--- src/rtl/fifo_pkg.sv ---
// Shared definitions for the FIFObuffer drain-side reader.
package fifo_pkg;

  localparam int unsigned DATA_WIDTH_DEF = 4;
  localparam int unsigned CNT_WIDTH_DEF  = 8;
  localparam int unsigned SKID_DEPTH     = 2;

  typedef logic [1:0] occ_t;

  // Words the skid buffer must still be able to absorb once this cycle's
  // pop has retired: buffered entries plus the word already requested.
  function automatic logic [2:0] committed_words(input occ_t occ,
                                                 input logic inflight,
                                                 input logic pop);
    return {1'b0, occ} + {2'b00, inflight} - {2'b00, pop};
  endfunction

endpackage

--- src/rtl/fifo_reader_skid.sv ---
// Two-entry register skid buffer: strict FIFO order, head exposed as a
// registered data/valid pair.
module fifo_reader_skid
  import fifo_pkg::*;
#(
  parameter int unsigned DATA_WIDTH = DATA_WIDTH_DEF
) (
  input  logic                  clk_i,
  input  logic                  rst_n_i,
  input  logic                  push_i,
  input  logic [DATA_WIDTH-1:0] push_data_i,
  input  logic                  pop_i,
  output logic [DATA_WIDTH-1:0] head_data_o,
  output logic                  head_valid_o,
  output occ_t                  occ_o
);

  logic [DATA_WIDTH-1:0] head_q, head_d;
  logic [DATA_WIDTH-1:0] tail_q, tail_d;
  occ_t                  occ_q, occ_d;
  logic                  valid_q, valid_d;
  logic                  pop_eff;
  logic                  full;

  assign pop_eff = pop_i & valid_q;
  assign full    = (occ_q == 2'(SKID_DEPTH));

  // Next-state for entries and occupancy; a simultaneous push and pop keeps
  // occupancy and shifts the second entry (or the new word) into the head.
  always_comb begin
    head_d = head_q;
    tail_d = tail_q;
    occ_d  = occ_q;
    case ({push_i, pop_eff})
      2'b10: begin
        if (!full) begin
          if (occ_q == '0) begin
            head_d = push_data_i;
          end else begin
            tail_d = push_data_i;
          end
          occ_d = occ_q + 2'd1;
        end
      end
      2'b01: begin
        head_d = tail_q;
        occ_d  = occ_q - 2'd1;
      end
      2'b11: begin
        if (full) begin
          head_d = tail_q;
          tail_d = push_data_i;
        end else begin
          head_d = push_data_i;
        end
      end
      default: begin
      end
    endcase
    valid_d = (occ_d != '0);
  end

  // Buffer registers with synchronous active-low reset.
  always_ff @(posedge clk_i) begin
    if (!rst_n_i) begin
      head_q  <= '0;
      tail_q  <= '0;
      occ_q   <= '0;
      valid_q <= 1'b0;
    end else begin
      assert (!(push_i && !pop_eff && full));
      head_q  <= head_d;
      tail_q  <= tail_d;
      occ_q   <= occ_d;
      valid_q <= valid_d;
    end
  end

  assign head_data_o  = head_q;
  assign head_valid_o = valid_q;
  assign occ_o        = occ_q;

endmodule

--- src/rtl/fifo_reader.sv ---
// Drain-side controller for FIFObuffer: issues RD on available credit,
// captures returned words into a skid buffer and presents them valid/ready.
module fifo_reader
  import fifo_pkg::*;
#(
  parameter int unsigned DATA_WIDTH = DATA_WIDTH_DEF,
  parameter int unsigned CNT_WIDTH  = CNT_WIDTH_DEF
) (
  input  logic                  Clk,
  input  logic                  Rst,
  input  logic                  EN,
  input  logic                  fifoEmpty,
  input  logic [DATA_WIDTH-1:0] fifoData,
  output logic                  fifoRd,
  output logic [DATA_WIDTH-1:0] outData,
  output logic                  outValid,
  input  logic                  outReady,
  output logic                  busy,
  output logic [CNT_WIDTH-1:0]  rdCount
);

  logic                 pop;
  logic [2:0]           committed;
  occ_t                 occ;
  logic                 inflight_q, inflight_d;
  logic                 busy_q, busy_d;
  logic [CNT_WIDTH-1:0] cnt_q, cnt_d;

  assign pop       = outValid & outReady;
  assign committed = committed_words(occ, inflight_q, pop);
  // Credit check counts the word already in flight so a full buffer plus a
  // returning word can never overrun, even with outReady low.
  assign fifoRd    = Rst & EN & ~fifoEmpty & (committed < 3'(SKID_DEPTH));

  fifo_reader_skid #(
    .DATA_WIDTH (DATA_WIDTH)
  ) u_skid (
    .clk_i        (Clk),
    .rst_n_i      (Rst),
    .push_i       (inflight_q),
    .push_data_i  (fifoData),
    .pop_i        (pop),
    .head_data_o  (outData),
    .head_valid_o (outValid),
    .occ_o        (occ)
  );

  // Next-state for the in-flight flag, busy status and delivered counter.
  always_comb begin
    inflight_d = fifoRd;
    busy_d     = fifoRd | (committed != '0);
    cnt_d      = cnt_q + CNT_WIDTH'(pop);
  end

  // Control registers with synchronous active-low reset.
  always_ff @(posedge Clk) begin
    if (!Rst) begin
      inflight_q <= 1'b0;
      busy_q     <= 1'b0;
      cnt_q      <= '0;
    end else begin
      inflight_q <= inflight_d;
      busy_q     <= busy_d;
      cnt_q      <= cnt_d;
    end
  end

  assign busy    = busy_q;
  assign rdCount = cnt_q;

endmodule

--- config.mk ---
export PLATFORM = sky130hd
export DESIGN_NAME = fifo_reader
export DESIGN_NICKNAME = d
export VERILOG_FILES = /design/src/rtl/fifo_pkg.sv /design/src/rtl/fifo_reader_skid.sv /design/src/rtl/fifo_reader.sv
export SDC_FILE = /design/constraint.sdc
export NUM_CORES = 1
export LEC_CHECK = 0
export BUFFER_PORTS_ARGS = -buffer_cell sky130_fd_sc_hd__buf_2
export CAP_MARGIN = 5
export CORE_MARGIN = 2
export CORE_UTILIZATION = 44
export DETAILED_ROUTE_END_ITERATION = 6
export GPL_ROUTABILITY_DRIVEN = 0
export PLACE_DENSITY = 0.75
export SYNTH_ARGS = -nofsm -noshare
export SYNTH_HDL_FRONTEND = slang
export SYNTH_SLANG_ARGS = --single-unit
--- constraint.sdc ---
create_clock -name Clk -period 2.9 [get_ports Clk]
set_clock_uncertainty 0.05 [all_clocks]
set_input_delay 0.58 -clock Clk [delete_from_list [all_inputs] [get_ports Clk]]
set_output_delay 0.58 -clock Clk [all_outputs]
set_load 0.005 [all_outputs]
==> metrics.csv, run 1 <==
metric,value,unit
cp_cell_sequence,buf_2 > nand2_2 > inv_2 > ha_4 > inv_2 > ha_4 > inv_2 > fa_2 > xnor2_1 > nand2_1 > nor3b_2 > buf_2,
p_clk_share,17.3,%
yosysSeqAreaShare,38.7,%
clk_latency,0.31,ns
clockBufferDepth,2,
grt_pass1_wl,3510,µm
critPathTopFamily,adder cells,
synthToLayoutAreaGrowth,22.7,%
hp-class,reg -> reg,
vias,928,
numClockSinks,21,
syn_nets,137,
cts_tree,built,
io_pins,24,
first_iter_violations,14,
fp-row-count,18,
leakagePower,0.000558,µW
slew_viol_final,0,
synthesis.area,1090,µm²
ant_nets,0,
cts.clk_slew.worst_paths,0.13,ns
drive_gt1_share,33.1,%
regToRegEndpoint,busy$_SDFF_PN0_,
fp.dieArea,2880,µm²
nNetsFinal,167,
final_common_cell,buf_2,
fin_crit_sh,95.7,%
core,2410,µm²
synth_cells,116,
worst-r2r-setup-slack,0.97,ns
tightest_slew,0.368,ns
worstSetupPathType,in -> out,
cpPeakStageDelay,0.35,ns
ir_drop,0.000369,V
setup_viol,0,
routed_wl,2190,µm
p_int,561,µW
cts_root_buf,clkbuf_4,
hold_ws,0.423,ns
stdcell_count,175,
outcome,completed,
drc,0,
cp.depth,12,
r2r_cells,10,
arrival,2.14,ns
worst_path_most_repeated_cell,inv_2,
place_hpwl,1660,µm
multi_input_area,651,µm²
worstPathMaxFanout,3,
vias_per_cell,5.30,
switching_share,36.2,%
min_period,2.77,ns
synth_cell_types,35,
hold_viol_final,0,
dp_cells,170,
final_cell_mix,"23 x buf_2, 19 x dfxtp_1, 9 x ha_1, 8 x nand2_1, 8 x a221oi_1",
relSlewSlack,74.7,%
portBuffers,23,
wl_per_cell,12.5,µm
crit_buf_inv,5,
avgSynthCellArea,9.36,µm²
ys_seq_elements,21,
seq_area,425,µm²
grt_pass1_vias,852,
min_path_cells,2,
r2r-start,u_skid.head_valid_o$_SDFF_PN0_,
cts_made_buffers,3,
die_y,53.7,µm
yosysWarnings,0,
globalRoute.totalOverflow,0,
antenna_found_initial,0,
dr.pass1.iters,4,
num-fill-cells,225,
p_sw,319,µW
diodes,0,
min_to,u_skid.head_data_o[1]$_SDFFE_PN0P_,
p_per_area,660,nW/µm²
end_kind,output port,
htree_levels,1,
hold_start,u_skid.head_data_o[1]$_SDFFE_PN0P_,
grt_max_degree,18,
p_comb_share,40.1,%
cap_violations,0,
holdBufCountCts,0,
grt_usage,17.0,%
rsz0062_at_grt,true,
fmax,360,MHz
crit_path_start_kind,primary input,
initial_core_util,45.1,%
crit_slowest_cell,fa_2,
die_w,53.7,µm
p_seq_share,42.6,%
required,2.27,ns
Yosys cell counts:
cell / instances / share of area [%]
or4b_4: 1 / 1.3
o21ai_0: 6 / 2.8
dfxtp_1: 21 / 39
o31a_1: 1 / 0.81
nand2_2: 1 / 0.58
nor4b_2: 1 / 1.4
nand2_1: 9 / 3.1
nand2b_1: 1 / 0.58
nor2_1: 5 / 1.7
ha_1: 11 / 13
o31ai_1: 1 / 0.69
mux2i_1: 2 / 1.8
nor2b_1: 1 / 0.58
clkinv_1: 1 / 0.35
nor3b_1: 2 / 1.4
nand2b_4: 1 / 1.3
clkbuf_1: 1 / 0.35
and3b_1: 1 / 0.81
nand3b_1: 1 / 0.69
a221oi_1: 8 / 6.5
nand3_1: 7 / 3.2
a211oi_1: 1 / 0.69
fa_1: 1 / 1.8
a311oi_1: 1 / 0.81
xnor2_1: 2 / 1.6
or3_1: 1 / 0.58
and2_1: 2 / 1.2
or3_2: 1 / 0.69
a21oi_1: 7 / 3.2
or4_1: 1 / 0.69
inv_1: 10 / 3.5
xor2_1: 2 / 1.6
a21o_1: 2 / 1.4
buf_2: 1 / 0.46
or2_2: 1 / 0.58
power by group through the flow:
stage	combinational, µW	clock (µW)	sequential [µW]
after floorplan	227	0	372
after global placement	308	0	370
after detailed placement	324	0	373
after CTS	325	157	368
after global routing	399	174	382
final	353	152	374
metrics by stage:
stage          util (%)  setup slack [ns]  setup TNS [ns]  area (µm²)  power [µW]
3_3_place_gp       52.0             0.101               0        1250         678
6_report           55.3             0.126               0        1330         879
5_1_grt            55.3          -0.00510        -0.00510        1330         955
4_1_cts            53.3            0.0225               0        1280         850
2_1_floorplan         -             0.251               0        1090         599
3_5_place_dp       52.0            0.0394               0        1250         697
worst reg2reg max path, cell delays in order, from the launching register on:
cell	delay (ns)
dfxtp_2	0.36
nand2_2	0.06
inv_2	0.07
ha_4	0.19
inv_2	0.06
ha_4	0.12
inv_2	0.03
fa_2	0.35
xnor2_1	0.15
nand2_1	0.11
o31a_1	0.29
metal layers:
metal	vias up	GRT usage (%)	routed length, µm
li1	474	-	-
met1	424	19.9	917
met2	26	30.3	1130
met3	4	3.33	108
met4	0	6.41	29
met5	-	0	0
final cells by class:
type | instances | share of cell area, %
Sequential cell | 21 | 31.9
Inverter | 11 | 3.29
Clock inverter | 1 | 0.563
Clock buffer | 3 | 1.69
Timing Repair Buffer | 27 | 10.9
Tap cell | 30 | 2.82
Multi-Input combinational cell | 82 | 48.8
registers in the layout, indices dropped and copies added (netlist names):
signal,cells
u_skid.head_valid_o,1
u_skid.tail_q,4
u_skid.head_data_o,4
rdCount,8
busy,1
inflight_q,1
u_skid.occ_o,2
repair_timing:
action | CTS | global route
pin swaps | 0 | 5
endpoints found under the setup margin | 1 | 1
endpoints found under the hold margin | 0 | 0
setup buffers | 0 | 1
resized for setup | 1 | 13
cell families (layout without fill, tap and decap cells):
group,count (synthesis),in the layout,share of synthesized area [%]
adder cells (fa/ha/maj),12,12,14.5
buffers and inverters,13,42,4.61
AO/OA/AOI/OAI,27,27,16.8
multiplexers,2,2,1.84
XOR/XNOR,4,4,3.23
AND/OR/NAND/NOR,37,37,20.3
flip-flops,21,21,38.7
worst max-delay path by stage:
stage                     slack [ns]      to                           start
after CTS                       0.02  fifoRd      u_skid.occ_o[0]$_SDFF_PN0_
after global placement          0.10  fifoRd                        outReady
final                           0.13  fifoRd                        outReady
after global routing          -0.005  fifoRd  u_skid.head_valid_o$_SDFF_PN0_
after floorplan                 0.25  fifoRd                        outReady
after detailed placement        0.04  fifoRd                        outReady
No activity file was read; power rests on OpenSTA's default activity.
==> run 2: changes to the inputs <==
--- a/config.mk
+++ b/config.mk
@@ -11,7 +11,9 @@
 export CORE_UTILIZATION = 44
 export DETAILED_ROUTE_END_ITERATION = 6
 export GPL_ROUTABILITY_DRIVEN = 0
-export PLACE_DENSITY = 0.75
+export MAX_ROUTING_LAYER = met4
+export PLACE_DENSITY_LB_ADDON = 0.12
+export RECOVER_POWER = 100
 export SYNTH_ARGS = -nofsm -noshare
 export SYNTH_HDL_FRONTEND = slang
 export SYNTH_SLANG_ARGS = --single-unit
==> run 2 against run 1 <==
  * Final cell count grew 1.1%
  * Largest cell class unchanged
  * Highest routed layer unchanged
  * Critical endpoint unchanged
  * Via count grew 0.22%
  * Cell area shrank 0.47%
  * Utilization shrank 0.26 points
==> metrics.csv, run 2 (synthesis results as in run 1) <==
metric,value,unit,change
outcome,completed,,unchanged
r2r_cells,12,,was 10
cpPeakStageDelay,0.37,ns,was 0.35 ns
worstSetupPathType,in -> out,,unchanged
use_met1,19.7,%,was 19.9%
fmax,353,MHz,was 360 MHz
end_kind,output port,,unchanged
critPathTopFamily,adder cells,,unchanged
ir_drop,0.000426,V,was 0.000369 V
use_met3,3.33,%,unchanged
relSlewSlack,75.4,%,was 74.7%
grt_pass1_wl,3350,µm,was 3510 µm
final_area,1330,µm²,about the same
globalRoute.totalOverflow,0,,unchanged
first_iter_violations,18,,was 14
leakagePower,0.000547,µW,was 0.000558 µW
grt_usage,16.8,%,was 17.0%
numClockSinks,21,,unchanged
nNetsFinal,169,,was 167
diodes,0,,unchanged
grt.busiest_layer,met2,,unchanged
cp.depth,12,,unchanged
final_cell_mix,"19 x dfxtp_1, 18 x buf_2, 9 x ha_1, 8 x a221oi_1",,"was 23 x buf_2, 19 x dfxtp_1, 9 x ha_1, 8 x nand2_1, 8 x a221oi_1"
cts_root_buf,clkbuf_4,,unchanged
tightest_slew,0.359,ns,was 0.368 ns
clockBufferDepth,2,,unchanged
r2r-start,u_skid.head_valid_o$_SDFF_PN0_,,unchanged
setup_tns,0,ns,unchanged
antenna_found_initial,0,,unchanged
fin_crit_sh,97.6,%,was 95.7%
largest_reg_flops,8,,unchanged
crit_slowest_cell,fa_2,,unchanged
drc,0,,unchanged
drive_gt1_share,29.9,%,was 33.1%
holdBufCountCts,0,,unchanged
regToRegEndpoint,busy$_SDFF_PN0_,,unchanged
worst-r2r-setup-slack,0.66,ns,was 0.97 ns
crit_path_start_kind,primary input,,unchanged
grt_max_degree,18,,unchanged
grt_pass1_vias,808,,was 852
placed_area,1250,µm²,unchanged
min_to,u_skid.head_data_o[1]$_SDFFE_PN0P_,,unchanged
ant_nets,0,,unchanged
fp-row-count,18,,unchanged
worstPathMaxFanout,2,,was 3
cts_tree,built,,unchanged
min_path_cells,2,,unchanged
cts.clk_slew.worst_paths,0.12,ns,was 0.13 ns
min_period,2.83,ns,was 2.77 ns
p_per_area,701,nW/µm²,was 660 nW/µm²
routed_wl,2180,µm,was 2190 µm
met2_usage,27.0,%,was 30.3%
clk_latency,0.30,ns,was 0.31 ns
htree_levels,1,,unchanged
die_y,53.7,µm,unchanged
wl_per_cell,12.3,µm,was 12.5 µm
dr.pass1.iters,4,,unchanged
cts_made_buffers,3,,unchanged
synthToLayoutAreaGrowth,22.1,%,was 22.7%
hold_viol_final,0,,unchanged
vias,930,,was 928
arrival,2.20,ns,was 2.14 ns
cap_violations,0,,unchanged
cp_cell_sequence,buf_2 > nand2_2 > inv_2 > ha_4 > inv_2 > ha_2 > inv_1 > fa_2 > xnor2_2 > nand2_2 > nor3b_2 > buf_2,,was buf_2 > nand2_2 > inv_2 > ha_4 > inv_2 > ha_4 > inv_2 > fa_2 > xnor2_1 > nand2_1 > nor3b_2 > buf_2
vias_per_cell,5.25,,was 5.30
core,2410,µm²,unchanged
num-fill-cells,227,,was 225
portBuffers,23,,unchanged
hp-class,reg -> reg,,unchanged
io_pins,24,,unchanged
setup_viol,0,,unchanged
initial_core_util,45.1,%,unchanged
fp.dieArea,2880,µm²,unchanged
crit_buf_inv,5,,unchanged
die_w,53.7,µm,unchanged
hold_ws,0.424,ns,was 0.423 ns
slew_viol_final,0,,unchanged
place_hpwl,1640,µm,was 1660 µm
hold_start,u_skid.head_data_o[1]$_SDFFE_PN0P_,,unchanged
final_common_cell,dfxtp_1,,was buf_2
required,2.27,ns,about the same
-- run 2: worst register-to-register path, cell delays in order, from the launching register on --
cell and delay [ns]:
dfxtp_2 0.35, nand2_2 0.07, inv_2 0.06, ha_4 0.23
inv_2 0.04, ha_2 0.14, inv_1 0.05, fa_2 0.37
xnor2_2 0.18, nand2_2 0.07, buf_4 0.14, buf_4 0.12
o31a_1 0.27
-- run 2: power breakdown --
group / switching [µW] / internal, µW / total [µW]
Clock: 92.1 / 51.4 / 144
Combinational: 198 / 218 / 416
Sequential: 32.5 / 338 / 370
Total: 323 / 607 / 930
-- run 2: layout make-up --
cell class | instances | area [µm²] | area share [%]
clock inverter | 1 | 5.00 | 0.377
timing repair buffer | 29 | 150 | 11.3
tap | 30 | 37.5 | 2.83
clock buffer | 3 | 22.5 | 1.70
multi-input combinational | 82 | 647 | 48.8
sequential | 21 | 423 | 31.9
inverter | 11 | 41.3 | 3.11
-- run 2: worst max path at each step --
stage,startpoint,endpoint,slack (ns)
after floorplan,outReady,fifoRd,0.25
after detailed placement,outReady,fifoRd,-0.01
after CTS,outReady,fifoRd,0.01
after global placement,outReady,fifoRd,0.11
after global routing,outReady,fifoRd,-0.04
final,outReady,fifoRd,0.07
-- run 2: stage by stage --
stage / setup WS, ns / utilization [%] / power [µW] / instances
floorplan: 0.251 / - / 599 / 116
global placement: 0.108 / 52.0 / 682 / 170
detailed placement: -0.0114 / 52.0 / 694 / 170
CTS: 0.0126 / 53.3 / 840 / 174
global route: -0.0352 / 55.0 / 1000 / 177
finish: 0.0709 / 55.0 / 930 / 177
-- run 2: routing by layer --
metal,share of wire (%),up-vias
li1,-,477
met1,46,429
met2,48,20
met3,3.7,4
met4,1.8,0
met5,0,-
-- run 2: timing repair --
item | CTS | global route
pin swaps | 0 | 6
endpoints found under the hold margin | 0 | 0
gates resized for setup | 1 | 11
buffers inserted | 0 | 3
setup endpoints to repair | 1 | 1
